<file path="config.mk">
export PLATFORM = sky130hd
export DESIGN_NAME = apb_slave_regfile
export DESIGN_NICKNAME = d
export VERILOG_FILES = /design/src/rtl/apb_slave_regfile.sv
export SDC_FILE = /design/constraint.sdc
export NUM_CORES = 1
export LEC_CHECK = 0
export BUFFER_PORTS_ARGS = -buffer_cell sky130_fd_sc_hd__buf_2
export CAP_MARGIN = 10
export CORE_MARGIN = 2
export CORE_UTILIZATION = 35
export DETAILED_ROUTE_END_ITERATION = 8
export GPL_TIMING_DRIVEN = 1
export PLACE_DENSITY = 0.59
export SLEW_MARGIN = 20
export SYNTH_ARGS = -nofsm -noshare
export SYNTH_HDL_FRONTEND = slang
export SYNTH_SLANG_ARGS = --single-unit
</file>
<file path="constraint.sdc">
create_clock -name pclk -period 1.8 [get_ports pclk]
set_input_delay 0.09 -clock pclk [delete_from_list [all_inputs] [get_ports pclk]]
set_output_delay 0.09 -clock pclk [all_outputs]
set_load 0.02 [all_outputs]
</file>
<file path="src/rtl/apb_slave_regfile.sv">
// apb_slave_regfile
//   APB slave holding DEPTH 32-bit registers. Every transfer is stretched by
//   WAIT_STATES extra pready-low cycles. pslverr is raised for misaligned
//   addresses and for word indices >= DEPTH. Any address bit above the index
//   range also makes the index >= DEPTH.
//
//   Optional feature (macro APB_SLV_WPROT_EN): registers with index below
//   WPROT_LIMIT reject writes with pslverr. Reads of those registers are normal.
//
// Ports
//   pclk     clock, rising edge
//   preset   synchronous reset, active high
//   psel     slave select
//   penable  access phase
//   pwrite   1 = write, 0 = read
//   paddr    byte address (ADDR_W bits)
//   pwdata   write data
//   prdata   read data, valid while pready = 1
//   pready   transfer complete, high for one cycle
//   pslverr  error response, valid while pready = 1
module apb_slave_regfile #(
  parameter int ADDR_W      = 32,
  parameter int DEPTH       = 16,
  parameter int WAIT_STATES = 1,
  parameter int WPROT_LIMIT = 4
) (
  input  logic              pclk,
  input  logic              preset,
  input  logic              psel,
  input  logic              penable,
  input  logic              pwrite,
  input  logic [ADDR_W-1:0] paddr,
  input  logic [31:0]       pwdata,
  output logic [31:0]       prdata,
  output logic              pready,
  output logic              pslverr
);

`ifdef APB_SLV_WPROT_EN
  localparam bit WPROT_EN = 1'b1;
`else
  localparam bit WPROT_EN = 1'b0;
`endif

  localparam int IDX_W = (DEPTH > 1) ? $clog2(DEPTH) : 1;

  typedef enum logic [1:0] {IDLE, WAIT, READY} state_t;

  // Request captured in the setup cycle. Access-phase bus values are ignored.
  typedef struct packed {
    logic [ADDR_W-1:0] addr;
    logic              write;
    logic [31:0]       wdata;
  } req_t;

  state_t                 state;
  req_t                   req;
  logic [3:0]             cnt;
  logic [DEPTH-1:0][31:0] regs;

  logic [ADDR_W-3:0] idx;
  logic [IDX_W-1:0]  ridx;
  logic              mis, oor, wprot, err;

  assign idx   = req.addr[ADDR_W-1:2];
  assign ridx  = req.addr[IDX_W+1:2];
  assign mis   = req.addr[1:0] != 2'b00;
  assign oor   = idx >= (ADDR_W-2)'(DEPTH);
  // The WPROT_EN gate keeps the term present in every build. When the
  // feature is off, the term is constant zero.
  assign wprot = WPROT_EN && req.write && (idx < (ADDR_W-2)'(WPROT_LIMIT));
  assign err   = mis | oor | wprot;

  always_ff @(posedge pclk) begin
    if (preset) begin
      state   <= IDLE;
      req     <= '0;
      cnt     <= '0;
      pready  <= 1'b0;
      pslverr <= 1'b0;
      prdata  <= '0;
      regs    <= '0;
    end else begin
      unique case (state)
        IDLE: begin
          // Only a proper setup cycle starts a transfer. An access phase
          // with no preceding setup cycle is ignored.
          if (psel && !penable) begin
            req   <= '{addr: paddr, write: pwrite, wdata: pwdata};
            cnt   <= 4'(WAIT_STATES);
            state <= WAIT;
          end
        end
        WAIT: begin
          if (!psel) begin
            state <= IDLE;                 // master abandoned the transfer
          end else if (cnt != 4'd0) begin
            cnt <= cnt - 4'd1;
          end else begin
            state   <= READY;
            pready  <= 1'b1;
            pslverr <= err;
            prdata  <= (!req.write && !err) ? regs[ridx] : '0;
          end
        end
        READY: begin
          // The write lands on the completing edge. A following read of
          // the same register therefore returns the new value.
          if (req.write && !err && psel && penable)
            regs[ridx] <= req.wdata;
          state   <= IDLE;
          pready  <= 1'b0;
          pslverr <= 1'b0;
          prdata  <= '0;
        end
        default: state <= IDLE;
      endcase
    end
  end

endmodule

</file>
==> results <==
- The total of warnings raised by yosys is 0.
- Across every metal layer, demand over resource in global routing totals 19.2%.
- The kind of cell adding the most delay to the critical path is simple AND/OR/NAND/NOR gates.
- The origin of the critical flop-to-flop path is cnt[0].
- The count of final max-slew check failures is 0.
- Counting instances, the worst hold path has a depth of 4.
- Routability-driven placement finished with a final weighted congestion of 0.774.
- The routed design has 84300 µm of wire.
- The kind of path behind the tightest hold check is input pin to flip-flop.
- Among all flip-flop cells after synthesis, the most frequent one is sky130_fd_sc_hd__dfxtp_1.
- The post-synthesis sequential element count is 617.
- In the synthesized netlist, the number of instances is 2715.
- The post-route setup TNS is -8200 ps.
- The height of the chip is 287 µm.
- The clock transition time at the flip-flop clock pins of the worst setup and hold paths is 60 ps.
- Of the total power, the share spent switching nets is 23.1%.
- The tree is rooted in a sky130_fd_sc_hd__clkbuf_16.
- The setup check on the worst reg-to-reg path leaves a slack of -130 ps.
- Overall power consumption after layout is estimated at 29200 µW.
- The commonest cells after synthesis are sky130_fd_sc_hd__mux2i_1, sky130_fd_sc_hd__dfxtp_1, sky130_fd_sc_hd__nand2b_1.
- In this run the standard cell core region covers 0.0791 mm².
- The critical path endpoint category is a flip-flop.
- The number of nets handed over by synthesis was 2786.
- The most frequent cell after synthesis is sky130_fd_sc_hd__mux2i_1.
- The number of H-tree levels is 3.
- Setup violations remaining at the end of the flow were counted as 225.
- The sequential-to-total area share from yosys stat is 44.1%.
- The number of CTS-inserted buffers is 67.
- The cell count of the worst reg-to-reg path is 8.
- The number of different library cells in the post-synthesis netlist is 42.
- The logic gate share of total power is 7.5%.
- The count of filler cells inserted in the layout is 7369.
- The starting density of the core is 35.4%.
- The largest stage delay on the critical path is 390 ps.
- The initialized floorplan defines 103 standard-cell rows.
- The tightest hold path in the finished design has a slack of 284 ps.
- Across all setup checks in the final design, the least slack found is -132 ps.
- The synthesized netlist occupies a cell area of 0.0280 mm².
- The via count of the first global-routing pass is 21300.
- 103 I/O pins were placed.
- Once detail routing completed, the nets flagged for antenna violations numbered 0.
- Entering global routing, the biggest net connects 79 pins.
- The average wire per cell in the routed design is 21.2 µm.
- The destination of the worst hold path is idx[25].
- The initial antenna violation count is 0.
- The critical path contains buffers and inverters numbering 3 combined.
- At the later pin of the worst-skew pair, clock insertion delay measures 600 ps.
- The detailed-routing iteration count for the pre-antenna-repair pass is 5.
- The start point of the critical path is cnt[0].
- In the routed layout, each cell is associated on average with a via count of 5.18.
- Compared with the post-synthesis result, the final layout area differs by 24.0%.
- Headroom to the max-slew limit came out at 48.3%.
- Input and output buffers added on the ports amount to 102.
- The largest total area in the synthesized netlist belongs to sky130_fd_sc_hd__dfxtp_1.
- The total overflow left after global routing is 0.
- After legalization and detailed placement, the total HPWL measured 49000 µm.
- Data on the critical path is required at its endpoint by 2300 ps.
- The critical path in this run is classified as flip-flop to flip-flop.
- The worst vdd rail ir drop is 0.520 mV.
- The residual DRC count is 0.
- The count of flip-flops with a built-in enable after synthesis is 0.
- At the worst endpoint, the arrival time is 2430 ps.
- The ratio of cells with drive above 1 in the final layout is 18.5%.
- The maximum clock rate is 518 MHz.
- Setup repair after global routing could not meet its margin everywhere.
- In this run the critical register-to-register path is captured at prdata[5].
- On the final layout, the worst clock skew is 19.9 ps.
- In this run the worst path has a maximum fanout of 9.
- The number of antenna diodes in the final layout is 0.
- Cell internal power was estimated by the tool at 22500 µW.
- The clock net in this run drives a total of 617 sinks.
- The number of failing hold endpoints at the final stage is 0.
- The time the worst path needs with I/O delays and setup is 1930 ps.
- The share of the synthesized area in the top cell type is 44.1%.
- The floorplan step set the die width to 287 µm.
- The power per standard cell area is 842 mW/mm².
- The flow ran to the end, but the final reports show violations.
- For this design the total switching power over the nets is 6760 µW.
- The number of max-cap violations is 0.
- The startpoint identified for the worst hold timing path is paddr[27].
- The overall via count from detail_route is 20600.
- Summing all non-filler instances in the final layout gives an area of 0.0347 mm².
- The per-instance average area after synthesis is 10.3 µm².
- Walking the worst path, the cells encountered are inv_2 > ha_4 > or3b_4 > nor3_4 > nand4b_1 > buf_6 > buf_12 > o31ai_2.
- The sequential cell fraction of total power is 47.2%.
- The first routing iteration left 1393 violations.
- For the pin with the worst max-slew slack, the measured transition is 775 ps.
- After synthesis, the cell types taking the most area are sky130_fd_sc_hd__dfxtp_1, sky130_fd_sc_hd__mux2i_1, sky130_fd_sc_hd__nand2b_1, sky130_fd_sc_hd__mux4_2, sky130_fd_sc_hd__clkbuf_1.
- TritonCTS built the clock tree.
- The part of the cycle the worst path needs is 107%.
- The async set or reset register ratio after synthesis is 0%.
- The final reports fail on setup timing.
- The number of nets in the layout is 2957.
- The cell at the slowest stage of the critical path is sky130_fd_sc_hd__or3b_4.
- Timing analysis after detailed placement gives a worst setup slack of -400 ps.
- The die covers 0.0823 mm².
- The clock network fraction of total power is 45.3%.
- The kind of launch point of the worst setup path is a flip-flop.
- The static leakage is 0.0151 µW.
- The maximum buffer depth of the clock tree is 3.
- After detailed placement, the total cell area comes to 0.0306 mm².
- The global-route wire length before repair is 124000 µm.
[power by group through the flow]
stage	sequential (µW)	clock (µW)	combinational, µW
global route	13800	14100	2330
finish	13800	13200	2200
floorplan	14100	0	1110
CTS	13800	13500	2040
global placement	14100	0	1810
detailed placement	14100	0	1830
[routing by layer]
metal  GRT usage [%]  vias to the layer above  share of wire [%]
li1                -                     9689                  -
met1            25.5                    10300                 46
met2            32.0                      454                 47
met3            2.71                      138                4.3
met4            6.13                        0                2.8
met5               0                        -                  0
[cell type report]
cell class,instances,area (µm²),area share (%)
clock buffer,100,1960,5.65
clock inverter,12,103,0.295
inverter,4,15.0,0.0432
multi-input combinational,1817,14800,42.7
sequential,617,12400,35.6
tap,1050,1310,3.78
timing repair buffer,379,4150,11.9
[through the flow]
| stage | cells | util (%) |
|---|---|---|
| 6_report | 3979 | 43.9 |
| 5_1_grt | 3979 | 43.9 |
| 4_1_cts | 3947 | 42.6 |
| 3_5_place_dp | 3757 | 38.6 |
| 3_3_place_gp | 3757 | 38.6 |
| 2_1_floorplan | 2715 | - |
[layout by cell type, fill, tap and decap left out, types with 4 or more instances in the layout]
| master | count |
|---|---|
| sky130_fd_sc_hd__mux2i_2 | 4 |
| sky130_fd_sc_hd__a2111oi_2 | 17 |
| sky130_fd_sc_hd__nand4_1 | 5 |
| sky130_fd_sc_hd__o22ai_1 | 31 |
| sky130_fd_sc_hd__a2111oi_1 | 9 |
| sky130_fd_sc_hd__o31ai_4 | 13 |
| sky130_fd_sc_hd__buf_8 | 6 |
| sky130_fd_sc_hd__o21a_1 | 32 |
| sky130_fd_sc_hd__nor2_1 | 48 |
| sky130_fd_sc_hd__o31ai_1 | 4 |
| sky130_fd_sc_hd__a21oi_1 | 96 |
| sky130_fd_sc_hd__a211oi_1 | 30 |
| sky130_fd_sc_hd__clkbuf_16 | 82 |
| sky130_fd_sc_hd__buf_6 | 19 |
| sky130_fd_sc_hd__nand4_4 | 10 |
| sky130_fd_sc_hd__dfxtp_2 | 6 |
| sky130_fd_sc_hd__clkinv_2 | 6 |
| sky130_fd_sc_hd__buf_4 | 93 |
| sky130_fd_sc_hd__mux4_2 | 32 |
| sky130_fd_sc_hd__a2111oi_0 | 5 |
| sky130_fd_sc_hd__nor3_1 | 5 |
| sky130_fd_sc_hd__buf_16 | 4 |
| sky130_fd_sc_hd__clkbuf_8 | 12 |
| sky130_fd_sc_hd__nand2_1 | 165 |
| sky130_fd_sc_hd__o31ai_2 | 15 |
| sky130_fd_sc_hd__nand2b_1 | 547 |
| sky130_fd_sc_hd__dfxtp_1 | 608 |
| sky130_fd_sc_hd__a22o_1 | 33 |
| sky130_fd_sc_hd__nor4_4 | 4 |
| sky130_fd_sc_hd__clkbuf_1 | 19 |
| sky130_fd_sc_hd__dlygate4sd3_1 | 68 |
| sky130_fd_sc_hd__buf_12 | 73 |
| sky130_fd_sc_hd__buf_2 | 101 |
| sky130_fd_sc_hd__mux2i_1 | 669 |
[worst max-delay path by stage]
| stage | slack [ps] | to | depth (start not counted) |
|---|---|---|---|
| detailed placement | -400 | prdata[21] | 5 |
| global route | -220 | prdata[31] | 8 |
| CTS | -90 | prdata[5] | 8 |
| finish | -130 | prdata[5] | 8 |
| floorplan | 70 | prdata[10] | 7 |
| global placement | -360 | prdata[30] | 5 |
[worst register-to-register path, stage by stage (launching register included)]
cell and delay, ps:
sky130_fd_sc_hd__dfxtp_2 320, sky130_fd_sc_hd__inv_2 80, sky130_fd_sc_hd__ha_4 130, sky130_fd_sc_hd__or3b_4 390
sky130_fd_sc_hd__nor3_4 160, sky130_fd_sc_hd__nand4b_1 140, sky130_fd_sc_hd__buf_6 180, sky130_fd_sc_hd__buf_12 170
sky130_fd_sc_hd__o31ai_2 270
[registers in the layout (all words and copies together) (netlist names)]
signal   cells
cnt          4
idx         30
prdata      32
pready       1
pslverr      1
regs       512
req         35
state        2
[cells by family after synthesis]
kind of cell               after synthesis  synth area share, %
AOI/OAI and AO/OA                      290                 7.05
xor gates and xnor gates                 2               0.0626
adders and majority gates                2               0.0893
buffers and inverters                  282                 5.12
DFF                                    617                 44.1
muxes                                  706                 26.7
and+or+nand+nor                        816                 16.9
[what timing repair did]
item | CTS | global route
buffers inserted | 7 | 16
hold endpoints to repair | 86 | 0
pin swaps | 6 | 22
endpoints found under the setup margin | 544 | 536
hold buffers | 68 | 0
cloned | 3 | 16
gates resized for setup | 58 | 128
No activity file was read; power rests on OpenSTA's default activity.
